==> config.mk <==
export PLATFORM = sky130hd
export DESIGN_NAME = dual_fetch_controller
export DESIGN_NICKNAME = d
export VERILOG_FILES = /design/src/rtl/dual_fetch_controller.sv
export SDC_FILE = /design/constraint.sdc
export NUM_CORES = 1
export LEC_CHECK = 0
export CORE_ASPECT_RATIO = 1.5
export CORE_MARGIN = 8
export CORE_UTILIZATION = 50
export DETAILED_ROUTE_END_ITERATION = 6
export PLACE_DENSITY = 0.78
export SLEW_MARGIN = 20
export SYNTH_ARGS = -nofsm -noshare
export SYNTH_HDL_FRONTEND = slang
export SYNTH_SLANG_ARGS = --single-unit
export TNS_END_PERCENT = 5
==> constraint.sdc <==
create_clock -name clk -period 8.6 [get_ports clk]
set_input_delay 0.86 -clock clk [delete_from_list [all_inputs] [get_ports clk]]
set_output_delay 0.86 -clock clk [all_outputs]
set_load 0.02 [all_outputs]
==> src/rtl/dual_fetch_controller.sv <==
// Dual-word instruction fetch controller.
// Holds the fetch PC, issues 8-byte-aligned pair addresses, buffers the
// returned words with their PCs in an in-order queue, and presents the oldest
// two entries to decode. Redirects flush the queue and can start mid-pair.
module dual_fetch_controller #(
   parameter int unsigned QDEPTH     = 4,
   parameter int unsigned IMEM_WORDS = 128,
   parameter logic [31:0] RESET_PC   = 32'h0000_0000
) (
   input  logic                           clk,
   input  logic                           rst_n,
   output logic [31:0]                    imem_addr,
   input  logic [31:0]                    imem_instr1,
   input  logic [31:0]                    imem_instr2,
   input  logic                           redirect_valid,
   input  logic [31:0]                    redirect_target,
   input  logic [1:0]                     deq_count,
   output logic                           out_valid0,
   output logic [31:0]                    out_instr0,
   output logic [31:0]                    out_pc0,
   output logic                           out_valid1,
   output logic [31:0]                    out_instr1,
   output logic [31:0]                    out_pc1,
   output logic [$clog2(QDEPTH+1)-1:0]    q_count
);

   localparam int unsigned PW = $clog2(QDEPTH);
   localparam int unsigned CW = $clog2(QDEPTH + 1);
   localparam logic [CW:0]   L_QDEPTH = QDEPTH[CW:0];
   localparam logic [31:0]   L_RANGE  = IMEM_WORDS * 4;
   localparam logic [PW-1:0] L_ONE    = PW'(1);
   localparam logic [PW-1:0] L_TWO    = PW'(2);

   logic [31:0]   r_instr [QDEPTH];
   logic [31:0]   r_pc    [QDEPTH];
   logic [PW-1:0] r_head;
   logic [PW-1:0] r_tail;
   logic [CW-1:0] r_count;
   logic [31:0]   r_fpc;
   logic          r_skip;

   logic [1:0]    w_deq_req;
   logic [CW-1:0] w_deq;
   logic [1:0]    w_n;
   logic [CW-1:0] w_n_ext;
   logic [CW:0]   w_free;
   logic          w_enq;
   logic [31:0]   w_fpc_inc;
   logic [31:0]   w_fpc_next;
   logic [31:0]   w_redir_fpc;
   logic [PW-1:0] w_head1;
   logic          w_unused;

   // Byte-offset bits of the redirect target carry no information.
   assign w_unused = ^redirect_target[1:0];

   // Dequeue clamp, enqueue admission and next fetch PC.
   always_comb begin
      w_deq_req   = (deq_count == 2'd3) ? 2'd2 : deq_count;
      w_deq       = ({{(CW-2){1'b0}}, w_deq_req} > r_count) ? r_count
                                                            : {{(CW-2){1'b0}}, w_deq_req};
      w_n         = r_skip ? 2'd1 : 2'd2;
      w_n_ext     = {{(CW-2){1'b0}}, w_n};
      // Space released by this cycle's dequeue is usable by this cycle's fetch.
      w_free      = L_QDEPTH - {1'b0, r_count} + {1'b0, w_deq};
      w_enq       = (w_free >= {1'b0, w_n_ext});
      w_fpc_inc   = r_fpc + 32'd8;
      w_fpc_next  = (w_fpc_inc >= L_RANGE) ? (w_fpc_inc - L_RANGE) : w_fpc_inc;
      w_redir_fpc = {redirect_target[31:3], 3'b000} % L_RANGE;
      w_head1     = r_head + L_ONE;
   end

   // Control state: pointers, occupancy, fetch PC and mid-pair skip flag.
   always_ff @(posedge clk or negedge rst_n) begin
      if (!rst_n) begin
         r_head  <= '0;
         r_tail  <= '0;
         r_count <= '0;
         r_fpc   <= RESET_PC;
         r_skip  <= 1'b0;
      end else if (redirect_valid) begin
         r_head  <= r_tail;
         r_count <= '0;
         r_fpc   <= w_redir_fpc;
         r_skip  <= redirect_target[2];
      end else begin
         r_head  <= r_head + w_deq[PW-1:0];
         r_count <= r_count - w_deq + (w_enq ? w_n_ext : '0);
         if (w_enq) begin
            r_tail <= r_tail + (r_skip ? L_ONE : L_TWO);
            r_fpc  <= w_fpc_next;
            r_skip <= 1'b0;
         end
      end
   end

   // Queue storage; contents beyond the valid window are never observed.
   always_ff @(posedge clk) begin
      if (!redirect_valid && w_enq) begin
         if (r_skip) begin
            r_instr[r_tail] <= imem_instr2;
            r_pc[r_tail]    <= r_fpc + 32'd4;
         end else begin
            r_instr[r_tail]         <= imem_instr1;
            r_pc[r_tail]            <= r_fpc;
            r_instr[r_tail + L_ONE] <= imem_instr2;
            r_pc[r_tail + L_ONE]    <= r_fpc + 32'd4;
         end
      end
   end

   // Head-of-queue view for decode; empty slots read as zero.
   always_comb begin
      imem_addr  = r_fpc;
      q_count    = r_count;
      out_valid0 = (r_count != '0);
      out_valid1 = (r_count >= CW'(2));
      out_instr0 = out_valid0 ? r_instr[r_head]  : '0;
      out_pc0    = out_valid0 ? r_pc[r_head]     : '0;
      out_instr1 = out_valid1 ? r_instr[w_head1] : '0;
      out_pc1    = out_valid1 ? r_pc[w_head1]    : '0;
   end

endmodule

# Word-level counts from Yosys, hierarchy flattened
# Memory sizes are Yosys's and may differ from the RTL's.
# Index checks and enable logic that the tools add are counted.
# totals
reg_bits,40
ram_bits,256
in_bits,101
output_inout_bits,165
word_cells,54
n_memories,2
# memory_table
memory,depth,word_bits,rd,rd_ports_with_merged_regs,wr,line_no,source
r_instr,4,32,2,0,2,34,logic [31:0] r_instr [QDEPTH];
r_pc,4,32,2,0,2,35,logic [31:0] r_pc [QDEPTH];
# op_classes
add_sub_neg,11
n_lt_le_gt_ge,4
eq_ne,1
n_mux,23
bitwise,3
reduce_logical,5
# op_table
op,n
32-bit 2-to-1 mux,9
"32-bit by 3-bit adder with 32-bit output, second input constant",1
"32-bit by 4-bit adder with 32-bit output, second input constant",1
"32-bit by 10-bit greater-or-equal comparator with 1-bit output, second input constant",1
"32-bit by 10-bit subtractor with 32-bit output, second input constant",1
1-bit 2-to-1 mux,8
2-bit 2-to-1 mux,4
3-bit 2-to-1 mux,2
"2-bit by 1-bit adder with 2-bit output, second input constant",2
2-bit adder,2
4-bit by 3-bit adder with 4-bit output,1
4-bit by 2-bit greater-or-equal comparator with 1-bit output,1
"3-bit by 3-bit subtractor with 4-bit output, first input constant",1
3-bit by 2-bit adder with 3-bit output,1
"3-bit by 2-bit greater-or-equal comparator with 1-bit output, second input constant",1
2-bit by 3-bit greater-than comparator with 1-bit output,1
3-bit nonzero test,1
3-bit subtractor,1
"2-bit equality test, second input constant",1
1-bit bitwise OR,2
2-bit AND reduction,1
2-bit nonzero test,1
1-bit logical AND,1
1-bit logical NOT,1
1-bit NOT,1

# Depth between registers and ports, before layout
# logic_depth
depth_word,10
ltp_mapped,24

# Least setup slack after synthesis
# No wires, ideal clock.
# synth_path
kind,input to register
start,input deq_count[1]
end,memory r_instr[3][0] (enable)
setup_ns,0.571
arrival_ns,7.905
required_time_ns,8.029
slack_ns,0.124
path_stages,15
n_path_buf,1
cell_sequence,clkbuf_1 > ha_1 > nor2b_1 > o21ai_0 > nor2_1 > a21oi_1 > inv_1 > ha_1 > ha_1 > inv_1 > fa_1 > nor2b_1 > nand3_1 > nand2b_1 > nor3b_1
# synth_rtl
element,line_no,source
from (decl),17,"input logic [1:0] deq_count,"
to (decl),34,

==> flow_summary.ini <==
[sta]
finalSetupTns_ps = 0
rsz0062_at_grt = false
clock.fmax_ghz = 0.167
fin_worst_skew_ps = 10.6
finalMaxSlewViolations = 0
worst_pin_slew_ps = 1110
max-slew-margin-rel_pct = 26.2
setup_viol = 0
fin_worst_hold_slack_ps = 446
fin_crit_ps = 6000
fin_crit_sh_pct = 69.8
hold_violations = 0

[worst_hold_path]
hold_path.class = in2async

[cells_and_area]
layout_commonest_cell = edfxtp_1
fillers = 2533
layout_common_cells = edfxtp_1 (248), clkdlybuf4s50_1 (231), mux2_2 (139)
fin_nets = 1462
fin_cells = 1789
finish.instance_area_um2 = 20100
multiInputGateArea_um2 = 7640
area_delta_synth_final_pct = 19.5
drive_above_1_share_pct = 26.6
regArea_um2 = 8380

[placement]
gp_congestion = 0.954
numPlacedInstances = 1734
portBuffers = 233
dp_hpwl_mm = 28.3
placed_cell_area_um2 = 19100

[routing]
drt_iter0_markers = 744
drt-total-wl_mm = 43.3
final_antenna_net_count = 0
viasPerCell = 6.12
first_pass_iters = 5
drc = 0
wire_per_inst_um = 24.2
vias = 10950

[critical_path]
worst_setup_path_start_kind = primary input
slowest_delay_ps = 740
required_ps = 8900
cp_slowest_cell = nand2_2
critPathArrivalTime_ps = 6300
worst-setup-path-type = in2reg
path_cells = clkdlybuf4s50_1, nor2b_1, inv_1, ha_1, a21oi_1, o21ai_0, a21oi_1, inv_1, ha_1, ha_1, inv_1, fa_1, nor2b_1, nand3_1, buf_4, nand2b_1, nor2_1, nand2_2, mux2_2
critPathTopFamily = simple AND/OR/NAND/NOR gates
worstSetupEndpointType = flip-flop
cp_num_buf_inv = 5
critPathMaxFanout = 33

[pwr]
peakVddDrop_uv = 323
leakage_nw = 6.82
power_density_nw_per_um2 = 468

[job]
maxCapViolations = 0

[floorplanning]
start_util_pct = 50.5
fp.dieW_um = 166
io_pins = 266
fp-row-count = 82
core_area_um2 = 33300
die_h_um = 241
dieArea_um2 = 39900

[yosys]
ys.warnings.count = 0
ys_types = 71
netlist_instances = 1266
synth-edff-count = 248
synthArstFlopShare_pct = 13.0
ys_seq_area_share_pct = 49.7
synth_area_um2 = 16800
postSynthAreaPerCell_um2 = 13.3
ys_ff_latch = 285
synth_flop_cell = edfxtp_1

[clock_network]
clk_path_buf_depth = 3
cts.sinks = 285
cts.hold.buffers_added = 0
ctsResizeCount = 0
clkLatencyLatePin_ps = 550
h-tree-depth = 1
cts_root_buffer = clkbuf_16
cts_tree = yes
numCtsBuffers = 29
clk_pin_slew_worst_paths_ps = 70
postCtsSetupBuffers = 0

[grt]
grt_pass1_wl_mm = 66.2
grt-ovfl-total = 0
gr-usage-all-layers_pct = 21.2
grt_max_degree = 115
antenna_found_initial = 2
grt_pass1_vias = 11570

[status]
status = complete, no violations
[metal layers]
layer | routed length [um] | GRT usage (%)
met1 | 16100 | 23.1
met2 | 23500 | 40.2
met3 | 2040 | 2.96
met4 | 1600 | 9.75
met5 | 12 | 0
[registers in the layout, indices dropped and copies added, names as in the netlist]
| signal | flops |
|---|---|
| imem_addr | 29 |
| r_pc | 120 |
| r_skip | 1 |
| q_count | 3 |
| r_tail | 2 |
| r_head | 2 |
| r_instr | 128 |
[power by group]
| part | internal (mW) | switching [mW] |
|---|---|---|
| Combinational | 2.56 | 2.75 |
| Clock | 0.818 | 0.529 |
| Sequential | 2.30 | 0.469 |
| Total | 5.67 | 3.75 |
[synthesized netlist by cell type (13+ instances only)]
library cell | instances | share of area [%]
a21oi_1 | 21 | 0.62
and2_1 | 71 | 2.6
buf_1 | 21 | 0.47
clkbuf_1 | 167 | 3.7
dfrtp_1 | 37 | 5.5
edfxtp_1 | 248 | 44
ha_1 | 13 | 0.97
inv_1 | 22 | 0.49
mux2_2 | 139 | 9.3
mux4_2 | 124 | 17
nand2_1 | 40 | 0.89
nand3_1 | 17 | 0.51
nor2_1 | 62 | 1.4
nor2b_1 | 75 | 2.8
nor3_1 | 15 | 0.45
o21ai_0 | 22 | 0.65
[metrics by stage]
step	setup WS (ps)	util, %	power (mW)
after detailed placement	2150	57.3	8.14
after global routing	2340	60.4	9.90
after global placement	2280	57.3	8.01
after floorplan	124	-	6.24
final	2600	60.4	9.42
after CTS	2640	60.4	9.51
[logic make-up after synthesis]
family | count (synthesis) | synth area share (%)
multiplexers | 277 | 26.8
adder cells (fa/ha/maj) | 16 | 1.32
AO/OA/AOI/OAI | 94 | 4.10
XOR/XNOR | 20 | 1.04
buffers and inverters | 229 | 5.46
AND/OR/NAND/NOR | 344 | 11.6
flip-flops | 285 | 49.7
other | 1 | 0.0223
[worst paths after layout]
check	startpoint	end	slack, ps	cells past startpoint
setup / recovery	deq_count[0]	r_instr[3][21]	2600	19
hold / removal	rst_n	imem_addr[21]	450	1
setup reg to reg	q_count[1]	r_instr[3][21]	2920	18
hold reg to reg	imem_addr[25]	r_pc[1][25]	680	0
max in group asynchronous	rst_n	r_head[1]	7460	1
min in group clk	imem_addr[25]	r_pc[1][25]	680	0
[cell type report]
type,count,share of cell area (%)
diodes,2,0.0249
clock buffers,36,3.83
clock inverters,17,1.23
inverters,22,0.410
multi-input cells,758,38.0
flip-flops and latches,285,41.6
well taps,420,2.61
repair buffers,249,12.3
Note: power is estimated with default switching activity, not from simulation.
